### config.mk
export PLATFORM = sky130hd
export DESIGN_NAME = mem_bus_responder
export DESIGN_NICKNAME = d
export VERILOG_FILES = /design/src/rtl/mem_bus_responder.sv
export SDC_FILE = /design/constraint.sdc
export NUM_CORES = 2
export LEC_CHECK = 0
export ABC_AREA = 1
export BUFFER_PORTS_ARGS = -buffer_cell sky130_fd_sc_hd__buf_4
export CORE_UTILIZATION = 40
export DETAILED_ROUTE_END_ITERATION = 6
export PLACE_DENSITY_LB_ADDON = 0.15
export SETUP_SLACK_MARGIN = 0.3
export SYNTH_ARGS = -nofsm -noshare
export SYNTH_HDL_FRONTEND = slang
export SYNTH_SLANG_ARGS = --single-unit
### constraint.sdc
create_clock -name CLK -period 17.55 [get_ports CLK]
set_input_delay 0.8775 -clock CLK [delete_from_list [all_inputs] [get_ports CLK]]
set_output_delay 0.8775 -clock CLK [all_outputs]
set_load 0.005 [all_outputs]
### src/rtl/mem_bus_responder.sv
`default_nettype none
// ============================================================================
// Module      : mem_bus_responder
// Description : Bus-attached 16-bit RAM with a MAR, wait-stated access FSM
//               and an external loader port.
// Revision    : 1.0 - initial release
// ============================================================================
module mem_bus_responder #(
  parameter int ADDR_W      = 8,
  parameter int WAIT_CYCLES = 1
) (
  input  logic        CLK,
  input  logic        RST,
  input  logic [1:0]  MAR_CTL,
  input  logic [1:0]  RAM_CTL,
  input  logic [15:0] BUS_IN,
  output logic [15:0] BUS_OUT,
  output logic        BUS_OE,
  output logic        RDY,
  output logic        BUSY,
  input  logic        EXT_RAM_EN,
  input  logic        EXT_RAM_RW,
  input  logic [15:0] ADDRESS,
  input  logic [15:0] DATA,
  output logic        ERR_OVR
);

  localparam int         c_DEPTH = 2 ** ADDR_W;
  localparam logic [3:0] c_WAIT  = 4'(WAIT_CYCLES);

  typedef enum logic [1:0] {
    ST_IDLE = 2'b00,
    ST_WAIT = 2'b01,
    ST_DONE = 2'b10
  } state_t;

  state_t              r_state;
  logic [ADDR_W-1:0]   r_mar;
  logic [ADDR_W-1:0]   r_addr;
  logic                r_dir;
  logic [15:0]         r_wdata;
  logic [3:0]          r_cnt;
  logic                r_err;
  logic                r_rdy;
  logic                r_oe;
  logic [15:0]         r_bus_out;
  logic [15:0]         r_mem [c_DEPTH];

  logic                w_idle;
  logic                w_req;
  logic                w_ext_wr;
  logic                w_mem_we;
  logic [ADDR_W-1:0]   w_mem_waddr;
  logic [15:0]         w_mem_wdata;
  logic                w_unused_addr;

  assign w_idle        = (r_state == ST_IDLE);
  assign w_req         = RAM_CTL[0];
  assign w_ext_wr      = EXT_RAM_EN && !EXT_RAM_RW;
  assign w_unused_addr = ^ADDRESS;

  // One write port shared by the FSM commit and the loader; they never
  // overlap because the loader is only honoured while idle.
  always_comb begin
    w_mem_we    = 1'b0;
    w_mem_waddr = r_addr;
    w_mem_wdata = r_wdata;
    if (!RST) begin
      if (r_state == ST_DONE && !r_dir) begin
        w_mem_we = 1'b1;
      end else if (w_idle && w_ext_wr) begin
        w_mem_we    = 1'b1;
        w_mem_waddr = ADDRESS[ADDR_W-1:0];
        w_mem_wdata = DATA;
      end
    end
  end

  always_ff @(posedge CLK) begin
    if (w_mem_we) begin
      r_mem[w_mem_waddr] <= w_mem_wdata;
    end
  end

  always_ff @(posedge CLK) begin
    if (RST) begin
      r_state   <= ST_IDLE;
      r_mar     <= '0;
      r_addr    <= '0;
      r_dir     <= 1'b0;
      r_wdata   <= '0;
      r_cnt     <= '0;
      r_err     <= 1'b0;
      r_rdy     <= 1'b0;
      r_oe      <= 1'b0;
      r_bus_out <= '0;
    end else begin
      r_rdy     <= 1'b0;
      r_oe      <= 1'b0;
      r_bus_out <= '0;
      if (MAR_CTL == 2'b01) begin
        r_mar <= BUS_IN[ADDR_W-1:0];
      end
      case (r_state)
        ST_IDLE: begin
          if (w_ext_wr) begin
            if (w_req) begin
              r_err <= 1'b1;
            end
          end else if (w_req) begin
            // r_mar here is the pre-load value even if MAR loads this edge
            r_addr  <= r_mar;
            r_dir   <= RAM_CTL[1];
            r_wdata <= BUS_IN;
            r_cnt   <= c_WAIT;
            r_state <= (c_WAIT == 4'd0) ? ST_DONE : ST_WAIT;
          end
        end
        ST_WAIT: begin
          r_cnt <= r_cnt - 4'd1;
          if (r_cnt <= 4'd1) begin
            r_state <= ST_DONE;
          end
          if (w_req || EXT_RAM_EN) begin
            r_err <= 1'b1;
          end
        end
        ST_DONE: begin
          r_rdy <= 1'b1;
          if (r_dir) begin
            r_oe      <= 1'b1;
            r_bus_out <= r_mem[r_addr];
          end
          r_state <= ST_IDLE;
          if (w_req || EXT_RAM_EN) begin
            r_err <= 1'b1;
          end
        end
        default: r_state <= ST_IDLE;
      endcase
    end
  end

  assign BUS_OUT = r_bus_out;
  assign BUS_OE  = r_oe;
  assign RDY     = r_rdy;
  assign BUSY    = (r_state != ST_IDLE);
  assign ERR_OVR = r_err;

endmodule
`default_nettype wire

Word-level counts from Yosys, hierarchy flattened
Memories as Yosys holds them, arrays and structs flattened. A register that Yosys moved wholly into a read port is not among the register bits.
Index checks and enable logic that the tools add are counted.
Cells by class
  $lt $le $gt $ge: 1
  multipliers: 0
  add/sub/neg operators: 1
  bitwise logic cells: 3
  equality and inequality tests: 8
  muxes and demuxes: 24
  shifts and indexed selects: 0
  reductions and logical operators: 17
  divide/modulo/power cells: 0
Operator list (number)
  16-bit 2-to-1 mux: 3
  8-bit 2-to-1 mux: 3
  1-bit 2-to-1 mux: 10
  3-bit AND reduction: 3
  4-bit 2-to-1 mux: 2
  4-bit one-hot mux with 2 select lines: 1
  2-bit 2-to-1 mux: 3
  2-bit != test (second input constant): 3
  2-bit nonzero test: 3
  2-bit by 1-bit == test with 1-bit output (second input constant): 2
  4-bit by 1-bit less-or-equal comparator with 1-bit output (second input constant): 1
  2-bit by 1-bit != test with 1-bit output (second input constant): 2
  2-bit one-hot mux with 2 select lines: 1
  4-bit AND reduction: 1
  2-bit OR reduction: 2
  4-bit by 1-bit subtractor with 4-bit output (second input constant): 1
  1-bit logical AND: 3
  1-bit NOT: 3
  3-bit OR reduction: 1
  2-bit == test (second input constant): 1
  1-bit zero test: 2
  2-bit zero test: 1
  1-bit one-hot mux with 2 select lines: 1
  1-bit logical OR: 1
Word-level totals
  memory bits (read-only): 0
  bits in latches: 0
  input bits: 56
  register bits after elaboration: 42
  logic and storage cells: 64
  output and inout bits: 20
  RAM bits: 4096
  memories: 1
Memories
  r_mem: words 256, bits a word 16, rd ports 1, clocked after memory_dff 1, wr ports 1, RTL line 47  | logic [15:0] r_mem [c_DEPTH];

Logic depth before layout (Yosys ltp)
  depth in word-level cells: 8
  gate-level depth with buffers: 16

Worst setup path before layout
OpenSTA, ideal clock, no wires.
  path type: in2reg
  start: in EXT_RAM_RW
  end: mem r_mem[0][0], data pin
  buffers on the path: 2
  arrival time: 11395 ps
  path slack: 3966 ps
  library setup time: 2189 ps
  cell stages on the path: 8
  path through: inv_1 -> nand2_1 -> nor2_4 -> inv_2 -> nor3_4 -> buf_6 -> clkbuf_1 -> o21ai_0
On the way
  word-level cells in the longest chain between the ends: 6
Ends and longest elaborated chain
  start, declared: RTL line 22  | input logic EXT_RAM_RW,
  1-bit zero test: RTL line 59  | assign w_ext_wr = EXT_RAM_EN && !EXT_RAM_RW;
  1-bit logical AND: RTL line 59
  1-bit logical AND: RTL line 71  | end else if (w_idle && w_ext_wr) begin
  16-bit 2-to-1 mux: RTL line 71
  16-bit 2-to-1 mux: RTL line 69  | if (r_state == ST_DONE && !r_dir) begin
  16-bit 2-to-1 mux: RTL line 68  | if (!RST) begin
  named net w_mem_wdata[0]: RTL line 54  | logic [15:0] w_mem_wdata;
  end, declared: RTL line 47
The timed path passes the listed nets, and every way through them passes these cells.

==> summary.md <==
| Metric | Value |
|---|---|
| H-tree levels | 5 |
| R2R depth | 14 |
| Initial antenna violation count | 24 |
| DP HPWL | 264 mm |
| CTS hold repair buffers | 0 |
| WP buf/inv | 5 |
| Primary FF master, synth | edfxtp_1 |
| Number of synthesis warnings | 0 |
| Final Setup Violations | 0 |
| CP most frequent cell | buf_4 |
| Die H | 647 µm |
| Post-synth ARST share | 0% |
| Total Neg Setup Slack | 0 ns |
| Ports | 76 |
| Fraction of layout cells with a size suffix above 1 | 8.58% |
| Final Critical Period | 5.95 ns |
| RSZ-0062 raised after global routing | false |
| Skew final | 0.106 ns |
| Arrival @ worst endpoint | 6.80 ns |
| Post-Syn Area | 167000 µm² |
| Vias in the first global route | 99100 |
| Final Max Slew Viols | 0 |
| Die width | 647 µm |
| Design Power | 26.8 mW |
| Critical R2R Capture | BUS_OUT[4] |
| Avg Cell Area, Syn | 12.0 µm² |
| Register area share after synthesis | 74.5% |
| TritonRoute pass-1 iters | 6 |
| Type of origin of the critical path | flop |
| CTS tree | done |
| Outcome | finished clean |
| Mapped Cells | 13900 |
| Worst EP required | 18.40 ns |
| Num rows | 236 |
| Post CTS Setup Buffer Count | 0 |
| Final core utilization | 45.3% |
| Die area | 419000 µm² |
| Via-to-Cell Ratio | 5.43 |
| Critical Path Fanout Max | 55 |
| Clk_lat worst skew | 1.02 ns |
| Top-count cell post-synth | nand2_1 |
| Wire per inst | 25.3 µm |
| GPL Wtd Cong | 0.845 |
| Inserted Clock Buffers | 443 |
| Crit end category | flop |
| NumNets Final | 14000 |
| Crit path from | r_addr[1] |
| Worst vdd ir | 0.000123 V |
| Crit path capture | BUS_OUT[4] |
| GRT Overall Usage | 23.2% |
| Commonest cells in the netlist | nand2_1, edfxtp_1, nand3_1, nor2_1, clkbuf_1 |
| Post-CTS sizing | 0 |
| Clock-pin slew on the worst setup and hold paths | 0.06 ns |
| WL final | 500 mm |
| Worst slew margin | 8.77% |
| Post-synth EDFFs | 4096 |
| Hold Crit Class | in -> reg |
| Worst R2R Start | r_addr[1] |
| Fmax | 168 MHz |
| GRT overflow | 0 |
| Initial drt markers | 12400 |
| Syn_nets | 14000 |
| Clk root buf | clkbuf_16 |
| Synthesis-to-layout area growth | 12.6% |
| Least-Margin Pin Slew | 1.37 ns |
| Worst hold margin | 0.123 ns |
| Post-synth top area cell | edfxtp_1 |
| Hold Vio Cnt, Final | 0 |
| Initial Utilization | 40.3% |
| Area contributors post-synth | edfxtp_1, nand3_1, nand2_1, nor2_1, clkbuf_1 |
| # clock sinks | 4154 |
| FF-to-FF setup slack | 11.60 ns |
| Netlist cell types | 30 |
| #FFs+latches synth | 4154 |
| Slowest stage cell, crit path | dfxtp_4 |
| DRT antenna net count | 0 |
| Largest delay share family, worst path | buffers and inverters |
| Power density cells | 143 nW/µm² |
| Top-area cell type share of the netlist area | 73.8% |
| Core Region | 414000 µm² |
| Setup CP Type | reg -> reg |
| Global-route wire length before repair | 714 mm |
| Critical Path, Cell by Cell | buf_4 > buf_4 > buf_4 > buf_4 > buf_4 > nand3_1 > nand3_1 > nand3_1 > nand3_1 > nand2_1 > nor2_1 > nor2_1 > nor2_1 > nor2_1 |
| Clk buf depth | 4 |
| Largest net degree at the start of global routing | 189 |
| Worst path max stage delay | 0.73 ns |
| Leak Pwr | 65.3 nW |
| Total of max-cap violations | 0 |
| Final Cycle Share | 33.9% |
| Vias post-DR | 107000 |
| # port buffers | 67 |
| Drt drc | 0 |
| Levels on crit path | 14 |
worst reg2reg max path: stages (launching register included):
cell	delay, ns
dfxtp_4	0.73
buf_4	0.53
buf_4	0.68
buf_4	0.81
buf_4	0.73
buf_4	0.67
nand3_1	0.15
nand3_1	0.12
nand3_1	0.16
nand3_1	0.14
nand2_1	0.06
nor2_1	0.41
nor2_1	0.08
nor2_1	0.44
nor2_1	0.10
final cells by class:
type,instances,area (µm²)
Antenna cell,10,25.0
Clock buffer,559,11700
Clock inverter,259,2110
Fill cell,37600,226000
Inverter,85,355
Multi-Input combinational cell,8728,38500
Sequential cell,4154,124000
Tap cell,5474,6850
Timing Repair Buffer,487,3940
flip-flops by register name (all words and copies together) (netlist names):
| name | cells |
|---|---|
| BUS_OE | 1 |
| BUS_OUT | 16 |
| ERR_OVR | 1 |
| RDY | 1 |
| r_addr | 8 |
| r_cnt | 4 |
| r_dir | 1 |
| r_mar | 8 |
| r_mem | 4096 |
| r_state | 2 |
| r_wdata | 16 |
cells by family after synthesis:
logic type | share of synthesized area (%)
buf+inv | 2.62
fa+ha+maj | 0.0450
flops | 74.5
simple gates | 22.1
compound gates | 0.730
layout by cell type (no fill, tap or decap), drive strengths merged, types with 6 or more instances in the layout:
| master | netlist | layout |
|---|---|---|
| nand2 | 4158 | 4158 |
| clkinvlp | 0 | 9 |
| o22ai | 32 | 32 |
| dfxtp | 58 | 58 |
| bufinv | 0 | 26 |
| nor3 | 6 | 6 |
| clkinv | 4 | 215 |
| ha | 6 | 6 |
| diode | 0 | 10 |
| nand3 | 3858 | 3858 |
| clkbuf | 441 | 559 |
| buf | 510 | 487 |
| a21oi | 65 | 65 |
| edfxtp | 4096 | 4096 |
| nor2 | 473 | 473 |
| o21ai | 126 | 126 |
| inv | 81 | 94 |
worst min path at each step:
| stage | to | cells after the start | startpoint |
|---|---|---|---|
| final | r_mar[2] | 3 | BUS_IN[2] |
| after CTS | r_mar[2] | 3 | BUS_IN[2] |
| after global routing | r_mar[2] | 3 | BUS_IN[2] |
| after floorplan | r_wdata[0] | 2 | r_wdata[0] |
| after detailed placement | ERR_OVR | 2 | ERR_OVR |
| after global placement | ERR_OVR | 2 | ERR_OVR |
power by group:
group	leakage, nW	internal (mW)	switching [mW]
combinational	20.5	1.26	4.68
sequential	38.0	11.7	0.0810
clock	6.76	5.09	3.91
through the flow:
step           area (µm²)  std cells  setup WS, ns
2_1_floorplan      167000      13900          3.97
3_3_place_gp       174000      18900         11.60
3_5_place_dp       174000      18900         11.62
4_1_cts            188000      19700         11.62
5_1_grt            188000      19700         11.32
6_report           188000      19800         11.60
metal layers:
metal	global-route usage [%]	part of all wire (%)
met5	0	0.0026
met4	7.33	3.2
met3	3.48	7.8
met2	35.3	45
met1	34.3	44
(Power assumes the default switching activity.)
